**config.mk**
```make
export PLATFORM = sky130hd
export DESIGN_NAME = hv_wdg_ctrl
export DESIGN_NICKNAME = d
export VERILOG_FILES = /design/src/rtl/hv_wdg_ctrl_pkg.sv /design/src/rtl/hv_wdg_ctrl.sv
export SDC_FILE = /design/constraint.sdc
export NUM_CORES = 1
export LEC_CHECK = 0
export ABC_AREA = 1
export CAP_MARGIN = 40
export CORE_UTILIZATION = 50
export DETAILED_ROUTE_END_ITERATION = 8
export PLACE_DENSITY_LB_ADDON = 0.3
export SLEW_MARGIN = 20
export SYNTH_ARGS = -nofsm -noshare
export SYNTH_HDL_FRONTEND = slang
export SYNTH_SLANG_ARGS = --single-unit
```
**constraint.sdc**
```tcl
create_clock -name i_clk -period 4 [get_ports i_clk]
set_input_delay 1.2 -clock i_clk [delete_from_list [all_inputs] [get_ports i_clk]]
set_output_delay 1.2 -clock i_clk [all_outputs]
set_load 0.02 [all_outputs]
```
**src/rtl/hv_wdg_ctrl_pkg.sv**
```systemverilog
// Shared parameters and types for the HV-side watchdog responder.
package hv_wdg_ctrl_pkg;

    // Timeout thresholds in clock cycles, selected by i_wdgtmo_config (index 0 = 500).
    localparam logic [3:0][15:0] HV_WDG_TIMEOUT_TH = {16'd4000, 16'd2000, 16'd1000, 16'd500};

    typedef enum logic [1:0] {
        ST_IDLE = 2'd0,
        ST_WAIT = 2'd1,
        ST_GAP  = 2'd2,
        ST_RSP  = 2'd3
    } hv_wdg_st_e;

    function automatic logic [2:0] err_sat_inc(input logic [2:0] value);
        return (value == 3'd7) ? value : value + 3'd1;
    endfunction

endpackage

```
**src/rtl/hv_wdg_ctrl.sv**
```systemverilog
// HV watchdog responder: checks LV watchdog frame timing, answers valid frames
// after a turnaround gap, and escalates repeated errors to a sticky comm-fail.
module hv_wdg_ctrl
    import hv_wdg_ctrl_pkg::*;
#(
    parameter int WDG_CNT_W   = 16,
    parameter int RSP_GAP_CYC = 4,
    parameter int ERR_CNT_TH  = 3
) (
    input  logic       i_clk,
    input  logic       i_rst_n,
    input  logic       i_wdg_en,
    input  logic [1:0] i_wdgtmo_config,
    input  logic       i_owt_rx_wdg_req,
    input  logic       i_owt_rx_crc_err,
    output logic       o_wdg_owt_tx_rsp_req,
    input  logic       i_owt_tx_wdg_rsp_ack,
    output logic       o_wdg_timeout_err,
    output logic       o_wdg_comm_fail,
    input  logic       i_clr_comm_fail
);

    localparam logic [3:0] GAP_LAST = 4'(RSP_GAP_CYC - 1);
    localparam logic [2:0] ERR_TH   = 3'(ERR_CNT_TH);

    hv_wdg_st_e           state, state_nxt;
    logic [WDG_CNT_W-1:0] cnt, cnt_nxt;
    logic [3:0]           gap_cnt, gap_nxt;
    logic [2:0]           err_cnt, err_nxt;
    logic                 rsp_req_nxt, tmo_err_nxt, comm_fail_nxt;

    logic [WDG_CNT_W-1:0] th_m1;
    logic                 frame_ok, frame_bad, tmo_evt;

    // Threshold follows the live config; a count already past it simply wraps with no event.
    assign th_m1     = WDG_CNT_W'(HV_WDG_TIMEOUT_TH[i_wdgtmo_config]) - WDG_CNT_W'(1);
    assign frame_ok  = i_owt_rx_wdg_req & ~i_owt_rx_crc_err;
    assign frame_bad = i_owt_rx_wdg_req & i_owt_rx_crc_err;
    assign tmo_evt   = (cnt == th_m1);

    always_ff @(posedge i_clk or negedge i_rst_n) begin
        if (!i_rst_n) begin
            state                <= ST_IDLE;
            cnt                  <= '0;
            gap_cnt              <= '0;
            err_cnt              <= '0;
            o_wdg_owt_tx_rsp_req <= 1'b0;
            o_wdg_timeout_err    <= 1'b0;
            o_wdg_comm_fail      <= 1'b0;
        end else begin
            state                <= state_nxt;
            cnt                  <= cnt_nxt;
            gap_cnt              <= gap_nxt;
            err_cnt              <= err_nxt;
            o_wdg_owt_tx_rsp_req <= rsp_req_nxt;
            o_wdg_timeout_err    <= tmo_err_nxt;
            o_wdg_comm_fail      <= comm_fail_nxt;
        end
    end

    always_comb begin
        state_nxt     = state;
        cnt_nxt       = cnt;
        gap_nxt       = gap_cnt;
        err_nxt       = err_cnt;
        rsp_req_nxt   = o_wdg_owt_tx_rsp_req;
        tmo_err_nxt   = o_wdg_timeout_err;
        comm_fail_nxt = o_wdg_comm_fail;

        if (!i_wdg_en) begin
            state_nxt   = ST_IDLE;
            cnt_nxt     = '0;
            gap_nxt     = '0;
            err_nxt     = '0;
            rsp_req_nxt = 1'b0;
            tmo_err_nxt = 1'b0;
        end else begin
            unique case (state)
                ST_IDLE: state_nxt = ST_WAIT;
                ST_WAIT: begin
                    // A good frame takes priority over a coincident timeout.
                    if (frame_ok) begin
                        cnt_nxt     = '0;
                        tmo_err_nxt = 1'b0;
                        err_nxt     = '0;
                        gap_nxt     = '0;
                        state_nxt   = ST_GAP;
                    end else begin
                        if (tmo_evt) begin
                            cnt_nxt     = '0;
                            tmo_err_nxt = 1'b1;
                        end else begin
                            cnt_nxt = cnt + WDG_CNT_W'(1);
                        end
                        if (tmo_evt || frame_bad) begin
                            err_nxt = err_sat_inc(err_cnt);
                        end
                    end
                end
                ST_GAP: begin
                    if (gap_cnt == GAP_LAST) begin
                        gap_nxt     = '0;
                        rsp_req_nxt = 1'b1;
                        state_nxt   = ST_RSP;
                    end else begin
                        gap_nxt = gap_cnt + 4'd1;
                    end
                end
                ST_RSP: begin
                    if (i_owt_tx_wdg_rsp_ack) begin
                        rsp_req_nxt = 1'b0;
                        cnt_nxt     = '0;
                        state_nxt   = ST_WAIT;
                    end
                end
                default: state_nxt = ST_IDLE;
            endcase
        end

        // Looking at the next error count makes comm-fail rise together with the counter.
        if (err_nxt >= ERR_TH) begin
            comm_fail_nxt = 1'b1;
        end else if (i_clr_comm_fail) begin
            comm_fail_nxt = 1'b0;
        end
    end

endmodule

```
Word-level counts from Yosys, hierarchy flattened --
Index checks and enable logic that the tools add are counted.
Word-level totals: flip-flop bits (word level) 28, bits of input ports 9, word-level logic and storage cells 69
Operators by class: add/subtract/negate cells 4, magnitude comparators 2, eq/ne operators 14, multiplexer cells 31, bitwise operators 3, reduce and logical (&&, ||, !) cells 8
Operator list (number):
- $mux W16 | 5
- $bmux W16 S2 | 1
- $pmux W16 S2 | 1
- $add A16 B1 Y16 const B | 1
- $eq A16 B16 Y1 | 1
- $sub A16 B1 Y16 const B | 1
- $mux W3 | 5
- $mux W4 | 3
- $ne A3 B1 Y1 const B | 4
- $mux W1 | 9
- $ne A3 B3 Y1 const B | 3
- $mux W2 | 4
- $pmux W2 S4 | 1
- $pmux W4 S2 | 1
- $reduce_and A2 Y1 | 3
- $reduce_and A3 Y1 | 2
- $add A4 B1 Y4 const B | 1
- $eq A2 B2 Y1 const B | 2
- $eq A4 B2 Y1 const B | 1
- $add A3 B1 Y3 const B | 1
- $eq A3 B3 Y1 const B | 1
- $ge A3 B2 Y1 const B | 1
- $lt A2 B3 Y1 const B | 1
- $and A1 B1 Y1 | 2
- 7 further kinds | 7

Logic depth before layout (Yosys ltp) --
Gate-level depths: netlist (run 1).
word-level depth 11, gate-level depth with buffers 16

Worst setup path before layout (run 1) --
Ideal clock, no wire load.
path type input port to flip-flop, start input port i_wdgtmo_config[0], end register cnt[4], data arrival time 2.392 ns, data required time 3.869 ns, path slack 1.477 ns, cell stages on the path 11, buffers on the path 1, path through inv_1 ha_1 nand2_1 nand2_1 nor2_1 nand2_1 nor2_2 nand2_4 a21oi_2 buf_4 nor3b_2
Between the ends: cells in the longest elaborated chain, start to end 8
RTL lines:
- from (decl) | line hv_wdg_ctrl.sv:13 | input logic [1:0] i_wdgtmo_config,
- $bmux W16 S2 | line hv_wdg_ctrl.sv:36 | assign th_m1 = WDG_CNT_W'(HV_WDG_TIMEOUT_TH[i_wdgtmo_config]) - WDG_CNT_W'(1);
- $mux W16 (implied by the code) | line hv_wdg_ctrl.sv:36
- $sub A16 B1 Y16 | line hv_wdg_ctrl.sv:36
- $eq A16 B16 Y1 | line hv_wdg_ctrl.sv:39 | assign tmo_evt = (cnt == th_m1);
- $mux W16 | line hv_wdg_ctrl.sv:89 | if (tmo_evt) begin
- $mux W16 | line hv_wdg_ctrl.sv:82 | if (frame_ok) begin
- $pmux W16 S2 | line hv_wdg_ctrl.sv:78 | unique case (state)
- $mux W16 | line hv_wdg_ctrl.sv:70 | if (!i_wdg_en) begin
- to (signal assigned) | line hv_wdg_ctrl.sv:52 | cnt <= cnt_nxt;
- to (decl) | line hv_wdg_ctrl.sv:27 | logic [WDG_CNT_W-1:0] cnt, cnt_nxt;
No other way between the ends. The select of a mux whose other input is x is not followed. A chain may end at the register's enable or synchronous reset.

Final worst setup path (run 1) --
start input port i_wdgtmo_config[1], end register cnt[4]
The elaborated chain is that of the path after synthesis.

==> results of run 1 <==
-- cell type report --
cell class / instances / area share [%]
timing repair buffer: 13 / 6.09
tap: 46 / 2.80
inverter: 48 / 8.77
multi-input combinational: 171 / 46.2
sequential: 28 / 34.1
clock buffer: 3 / 2.01
-- layout by cell type, fill, tap and decap left out, types with 2 or more instances in the layout --
master	instances
nor3_2	5
o21ai_0	6
o22ai_1	3
xor2_1	4
nor2_2	5
dfrtp_1	28
o21ai_1	3
clkbuf_8	3
a31oi_1	2
a21oi_1	8
ha_1	10
nand3_1	14
nand2_1	55
buf_4	2
nand4_1	6
clkdlybuf4s50_1	11
inv_1	39
nor2_1	29
nand2_4	2
inv_2	9
o31ai_1	2
nor3_1	7
-- report_power, final --
part           switching [mW]  internal, mW  leakage (nW)  total (mW)
combinational           0.151        0.0880         0.599       0.239
clock                  0.0783        0.0675        0.0216       0.146
sequential             0.0290         0.316         0.386       0.345
-- state kept, by name, summed over array words and instances (netlist names) --
register / count
o_wdg_comm_fail: 1
o_wdg_timeout_err: 1
cnt: 16
err_cnt: 3
state: 2
gap_cnt: 4
o_wdg_owt_tx_rsp_req: 1
-- worst min-delay path by stage --
stage | cells past startpoint | slack, ns | end | start
2_1_floorplan | 1 | 0.47 | cnt[0]$_DFFE_PN0P_ | cnt[0]$_DFFE_PN0P_
3_3_place_gp | 2 | 0.50 | cnt[1]$_DFFE_PN0P_ | cnt[1]$_DFFE_PN0P_
3_5_place_dp | 2 | 0.51 | cnt[1]$_DFFE_PN0P_ | cnt[1]$_DFFE_PN0P_
4_1_cts | 2 | 0.53 | cnt[1]$_DFFE_PN0P_ | cnt[1]$_DFFE_PN0P_
5_1_grt | 1 | 0.55 | cnt[0]$_DFFE_PN0P_ | cnt[0]$_DFFE_PN0P_
6_report | 1 | 0.52 | cnt[0]$_DFFE_PN0P_ | cnt[0]$_DFFE_PN0P_
-- metrics by stage --
stage	setup slack (ns)	area [sq um]
floorplan	1.48	1850
global route	0.677	2050
global placement	0.582	2010
finish	0.825	2050
detailed placement	0.536	2010
CTS	0.820	2050
-- routing by layer --
| layer | vias up | routed length (microns) | GRT usage, % |
|---|---|---|---|
| li1 | 821 | - | - |
| met1 | 693 | 1680 | 25.5 |
| met2 | 21 | 1550 | 32.6 |
| met3 | 5 | 104 | 2.19 |
| met4 | 0 | 55 | 7.85 |
| met5 | - | 0 | 0 |
-- worst reg2reg max path: stages, from the launching register on --
cell and delay (ns):
dfrtp_1 0.42, inv_1 0.07, ha_1 0.26, inv_1 0.06, nand2_1 0.06, nand2_1 0.25, inv_2 0.23, nand2_1 0.11
nor3_1 0.27, xor2_1 0.18, nor2_1 0.05
-- cell families (layout without fill, tap and decap cells) --
kind of cell / count (synthesis) / count (layout) / share of synthesized area (%)
flops: 28 / 28 / 38.0
simple gates: 127 / 127 / 32.6
compound gates: 28 / 28 / 9.15
mux: 1 / 1 / 0.542
buf+inv: 50 / 64 / 10.6
xor+xnor: 5 / 5 / 2.37
fa+ha+maj: 10 / 10 / 6.78
==> results by group, run 1 <==
Layout
  • Finished Layout Cells: 309
  • Total inserted antenna cells: 0
  • Finished Core Util: between 50 and 60%
  • Multi-input gate area: 950 sq um
  • Nets: 284
  • Fillers: roughly 350
  • Reg area: 701 sq um
  • Share of cells above drive strength 1: 12.5%
  • Area Overhead vs Synth: 11.3%

Power
  • Max VDD drop: 0.000241 V
  • Leak: 1.01 nW
  • Power Density: 355 mW/mm^2
  • Total power: approximately 0.73 mW

Clocking
  • Max Buffers Root-to-Sink: 2
  • Clk root buf: clkbuf_8
  • CTS tree: built
  • CTS sink cnt: 28
  • Post-CTS Resized: 0
  • H-tree depth: 1
  • Post CTS Setup Buffer Count: 0
  • CTS Buf Count: 3
  • Worst-Skew Late Latency: between 0.2 and 0.3 ns
  • Clock transition at path regs: 0.08 ns
  • Hold_buf cts: 0

STA
  • Worst Skew: 0.00243 ns
  • Final Cycle Share: 79.4%
  • Max-slew violations: 0
  • Setup-failing EPs final: 0
  • Worst-margin pin slew: 0.423 ns
  • Setup TNS: 0 ns
  • RSZ-0062 raised after global routing: false
  • Fin. Hold Viols: 0
  • Hold slack: between 0.5 and 0.6 ns
  • FMAX: around 310 MHz
  • Minimum clock period: 3.18 ns
  • Slew margin rel.: between 70% and 80%

Synth
  • Post-synthesis cell area: 0.00185 sq mm
  • Post-synthesis async set-or-reset flop share: 100%
  • Flops & latches, synth: 28
  • Register area share after synthesis: 38.0%
  • Syn_nets: 268
  • Cell variety after synth: 30
  • Post-synth top cells: 55 x nand2_1, 39 x inv_1, 29 x nor2_1
  • Synth area leaders: dfrtp_1 38%, nand2_1 11%, inv_1 7.9%, ha_1 6.8%, nor2_1 5.9%
  • Most frequent cell after synthesis: nand2_1
  • Most common flop cell mapped by yosys: dfrtp_1
  • Syn avg cell area: 7.41 sq um
  • Gate count after technology mapping: approximately 250
  • Ys Warns: 0
  • EDFF count, synth: 0
  • Largest area contributor in the netlist: dfrtp_1
  • Synth top area share: between 30 and 40%

Worst setup path
  • CP Cell Sequence: clkdlybuf4s50_1 -> inv_2 -> ha_1 -> nand2_1 -> nand2_1 -> nor2_1 -> nand2_1 -> nor2_2 -> nand2_4 -> a21oi_2 -> buf_4 -> nor3b_2
  • Element type at the critical path start: primary input
  • R2r worst-path depth: 10
  • Critical Path Sink Type: flip-flop
  • CP bufs+invs: 3
  • Critical Path Start: i_wdgtmo_config[1]
  • Critical path peak fanout: 7
  • Crit path DAT: around 3.3 ns
  • Top cell by count, worst path: nand2_1
  • R2R setup slack: about 1.9 ns
  • CP Data Required Time: 4.15 ns
  • CP top delay family: buffers and inverters
  • Critical path's slowest cell: clkdlybuf4s50_1
  • Cell count along the critical path: 12
  • Worst Setup EP: cnt[4]$_DFFE_PN0P_
  • R2R Path Start: state[1]$_DFFE_PN0P_
  • Crit path kind: primary input to flip-flop
  • RR Endpoint: cnt[5]$_DFFE_PN0P_
  • Worst path max stage delay: 0.59 ns

Placement
  • Dpl cells: 306
  • Detailed-placement wirelength estimate: 2.66 mm
  • GPL Wtd Cong: 0.819
  • Port-buffer cells: 11

Run
  • # Max-Cap Violations: 0

Global routing
  • Vias in the first global route: between 1000 and 1500
  • Initial antenna violation count: 0
  • Largest net degree at the start of global routing: 29
  • GR Util All Layers: 19.4%
  • Total congestion overflow: 0
  • First-pass GRT wire length: 6.01 mm

Outcome
  • Status: complete, no violations

Drt
  • Final antenna-violating net count: 0
  • Final routed DRC violation total: 0
  • Drt pass-1 iters: 4
  • Wire per inst: between 10 and 15 microns
  • Final wirelength: 3.39 mm
  • Initial DRC Count: 37
  • Vias per Instance: 4.98
  • Via count: 1540

Floorplan
  • Die area: 0.00394 sq mm
  • Initial Util: 53.6%
  • Rows: 21
  • Core area: 0.00344 sq mm
  • I/O pins: 12
  • Chip width: around 63 microns
  • Chip height: 62.8 microns

Worst hold path
  • Hold/Removal Path Class: flip-flop to flip-flop
Power figures use the tool's default switching activity.
==> run 2, diff against run 1 <==
clock period = 2.75 ns   (was 4 ns; I/O delays follow)
==> run 2 against run 1 <==
Net effect:
- wire length increased by 2.4%
- core utilization increased by 1.5 points
- largest cell class unchanged
- critical path depth increased by 4
- worst hold slack got worse by 0.0087 ns
- flip-flop and latch count unchanged
==> results by group, run 2 (same netlist as run 1, synthesis figures left out) <==
Outcome
  • Status: complete, no violations

Drt
  • Wire per inst: 11.0 microns
  • Vias per Instance: 5.04
  • Initial DRC Count: 50
  • Via count: 1593
  • Drt pass-1 iters: 4
  • Final wirelength: 3.48 mm
  • Final antenna-violating net count: 0
  • Final routed DRC violation total: 0

Layout
  • Reg area: about 700 sq um
  • Largest Register: cnt
  • Share of cells above drive strength 1: approximately 15%
  • Commonest cells after routing, fill and taps aside: 55 x nand2_1, 39 x inv_1, 29 x nor2_1
  • Max reg flops: 16
  • Fillers: 322
  • Area Overhead vs Synth: 14.2%
  • Total inserted antenna cells: 0
  • Nets: between 200 and 300
  • Biggest regs: cnt x16, gap_cnt x4, err_cnt x3
  • Most common cell after layout, fill and taps aside: nand2_1
  • Multi-input gate area: approximately 950 sq um

Run
  • # Max-Cap Violations: 0

Worst setup path
  • R2R setup slack: 0.97 ns
  • Worst path max stage delay: 0.56 ns
  • Crit path DAT: 2.75 ns
  • Top cell by count, worst path: nand2_1
  • Crit path kind: primary input to flip-flop
  • Critical path's slowest cell: clkdlybuf4s50_1
  • Critical Path Sink Type: flip-flop
  • CP Cell Sequence: clkdlybuf4s50_1 -> inv_2 -> ha_1 -> nand2_1 -> nand2_1 -> nor2_1 -> nand2_1 -> nor2_2 -> nand2_4 -> nand2_4 -> nand3_2 -> nand2_1 -> inv_1 -> nor2_2 -> nand2_1 -> nand2_1
  • CP top delay family: simple AND/OR/NAND/NOR gates
  • Element type at the critical path start: primary input
  • R2R Path Start: state[1]$_DFFE_PN0P_
  • Critical path peak fanout: 5
  • CP Data Required Time: 2.97 ns
  • R2r worst-path depth: 10
  • CP bufs+invs: 3
  • RR Endpoint: cnt[5]$_DFFE_PN0P_

Power
  • Seq pwr share: 46.0%
  • Total power: ~1.1 mW
  • Switch Pwr: between 0.3 and 0.4 mW
  • Max VDD drop: between 0.0003 and 0.0004 V
  • Cell-internal power: roughly 0.71 mW
  • Leak: between 1 and 1.5 nW
  • Sw Ratio: 35.4%
  • Combinational Power Share: 34.1%
  • Power Density: between 500 and 600 mW/mm^2
  • Clock power share: 19.9%

STA
  • Slew margin rel.: 76.1%
  • Worst Skew: 0.00692 ns
  • Setup TNS: 0 ns
  • Final Cycle Share: between 90% and 100%
  • Setup-failing EPs final: 0
  • Max-slew violations: 0
  • Minimum clock period: 2.53 ns
  • Fin. Hold Viols: 0
  • FMAX: ~400 MHz
  • Worst-margin pin slew: 0.359 ns
  • RSZ-0062 raised after global routing: false

Floorplan
  • Chip height: 62.8 microns
  • Chip width: approximately 63 microns
  • Core area: approximately 0.0034 sq mm
  • Die area: approximately 0.004 sq mm
  • I/O pins: 12
  • Rows: 21
  • Initial Util: 53.6%

Global routing
  • Largest net degree at the start of global routing: 29
  • Total congestion overflow: 0
  • GR Util All Layers: 20.7%
  • First-pass GRT wire length: 6.41 mm
  • Initial antenna violation count: 0
  • Vias in the first global route: 1480

Clocking
  • Post-CTS Resized: 0
  • CTS sink cnt: 28
  • Worst-Skew Late Latency: 0.27 ns
  • Clk root buf: clkbuf_8
  • CTS Buf Count: 3
  • Hold_buf cts: 0
  • Post CTS Setup Buffer Count: 0
  • Clock transition at path regs: 0.09 ns
  • H-tree depth: 1
  • Max Buffers Root-to-Sink: 2
  • CTS tree: built

Worst hold path
  • Hold EP: cnt[0]$_DFFE_PN0P_
  • Hold path startpoint: cnt[0]$_DFFE_PN0P_
  • Worst hold stages: 1
  • Hold/Removal Path Class: flip-flop to flip-flop

Placement
  • GPL Wtd Cong: 0.814
  • Port-buffer cells: 11
  • Detailed-placement wirelength estimate: between 2 and 3 mm
-- run 2: cell types whose count changed in the layout (fill, tap and decap cells not counted) --
cell,before,now
buf_4,2,9
-- run 2: area by class of cell --
cell class / instances / area share (%)
inverter: 48 / 8.55
tap: 46 / 2.73
sequential: 28 / 33.3
multi-input combinational: 171 / 45.1
clock buffer: 3 / 1.96
timing repair buffer: 20 / 8.43
-- run 2: metrics by stage --
step / hold WS, ns / instance area, sq um / cells / utilization, % / setup WS, ns
global route: 0.521 / 2110 / 316 / 61.2 / 0.0929
finish: 0.511 / 2110 / 316 / 61.2 / 0.218
CTS: 0.518 / 2110 / 316 / 61.2 / 0.221
floorplan: 0.472 / 1850 / 249 / - / 0.602
global placement: 0.492 / 2070 / 313 / 60.0 / 0.0108
detailed placement: 0.494 / 2070 / 313 / 60.0 / -0.0503
-- run 2: power by group through the flow --
stage	combinational [mW]	clock, mW	sequential [mW]
2_1_floorplan	0.255	0	0.510
3_3_place_gp	0.368	0	0.510
3_5_place_dp	0.374	0	0.511
4_1_cts	0.375	0.225	0.504
5_1_grt	0.428	0.243	0.509
6_report	0.373	0.217	0.504
-- run 2: how the worst max path moves through the flow --
stage,start,slack (ns),to,depth (start not counted)
after floorplan,i_wdgtmo_config[0],0.60,cnt[4]$_DFFE_PN0P_,11
after global placement,i_wdgtmo_config[1],0.01,o_wdg_comm_fail$_DFFE_PN0P_,16
after detailed placement,i_wdgtmo_config[1],-0.05,o_wdg_comm_fail$_DFFE_PN0P_,16
after CTS,i_wdgtmo_config[1],0.22,o_wdg_comm_fail$_DFFE_PN0P_,16
after global routing,i_wdgtmo_config[1],0.09,o_wdg_comm_fail$_DFFE_PN0P_,16
final,i_wdgtmo_config[1],0.22,o_wdg_comm_fail$_DFFE_PN0P_,16
-- run 2: per-layer routing --
metal | up-vias | part of all wire (%) | GRT usage (%)
met5 | - | 0 | 0
met4 | 0 | 1.6 | 7.85
met3 | 5 | 2.2 | 2.74
met2 | 17 | 47 | 35.1
met1 | 736 | 49 | 26.9
li1 | 835 | - | -
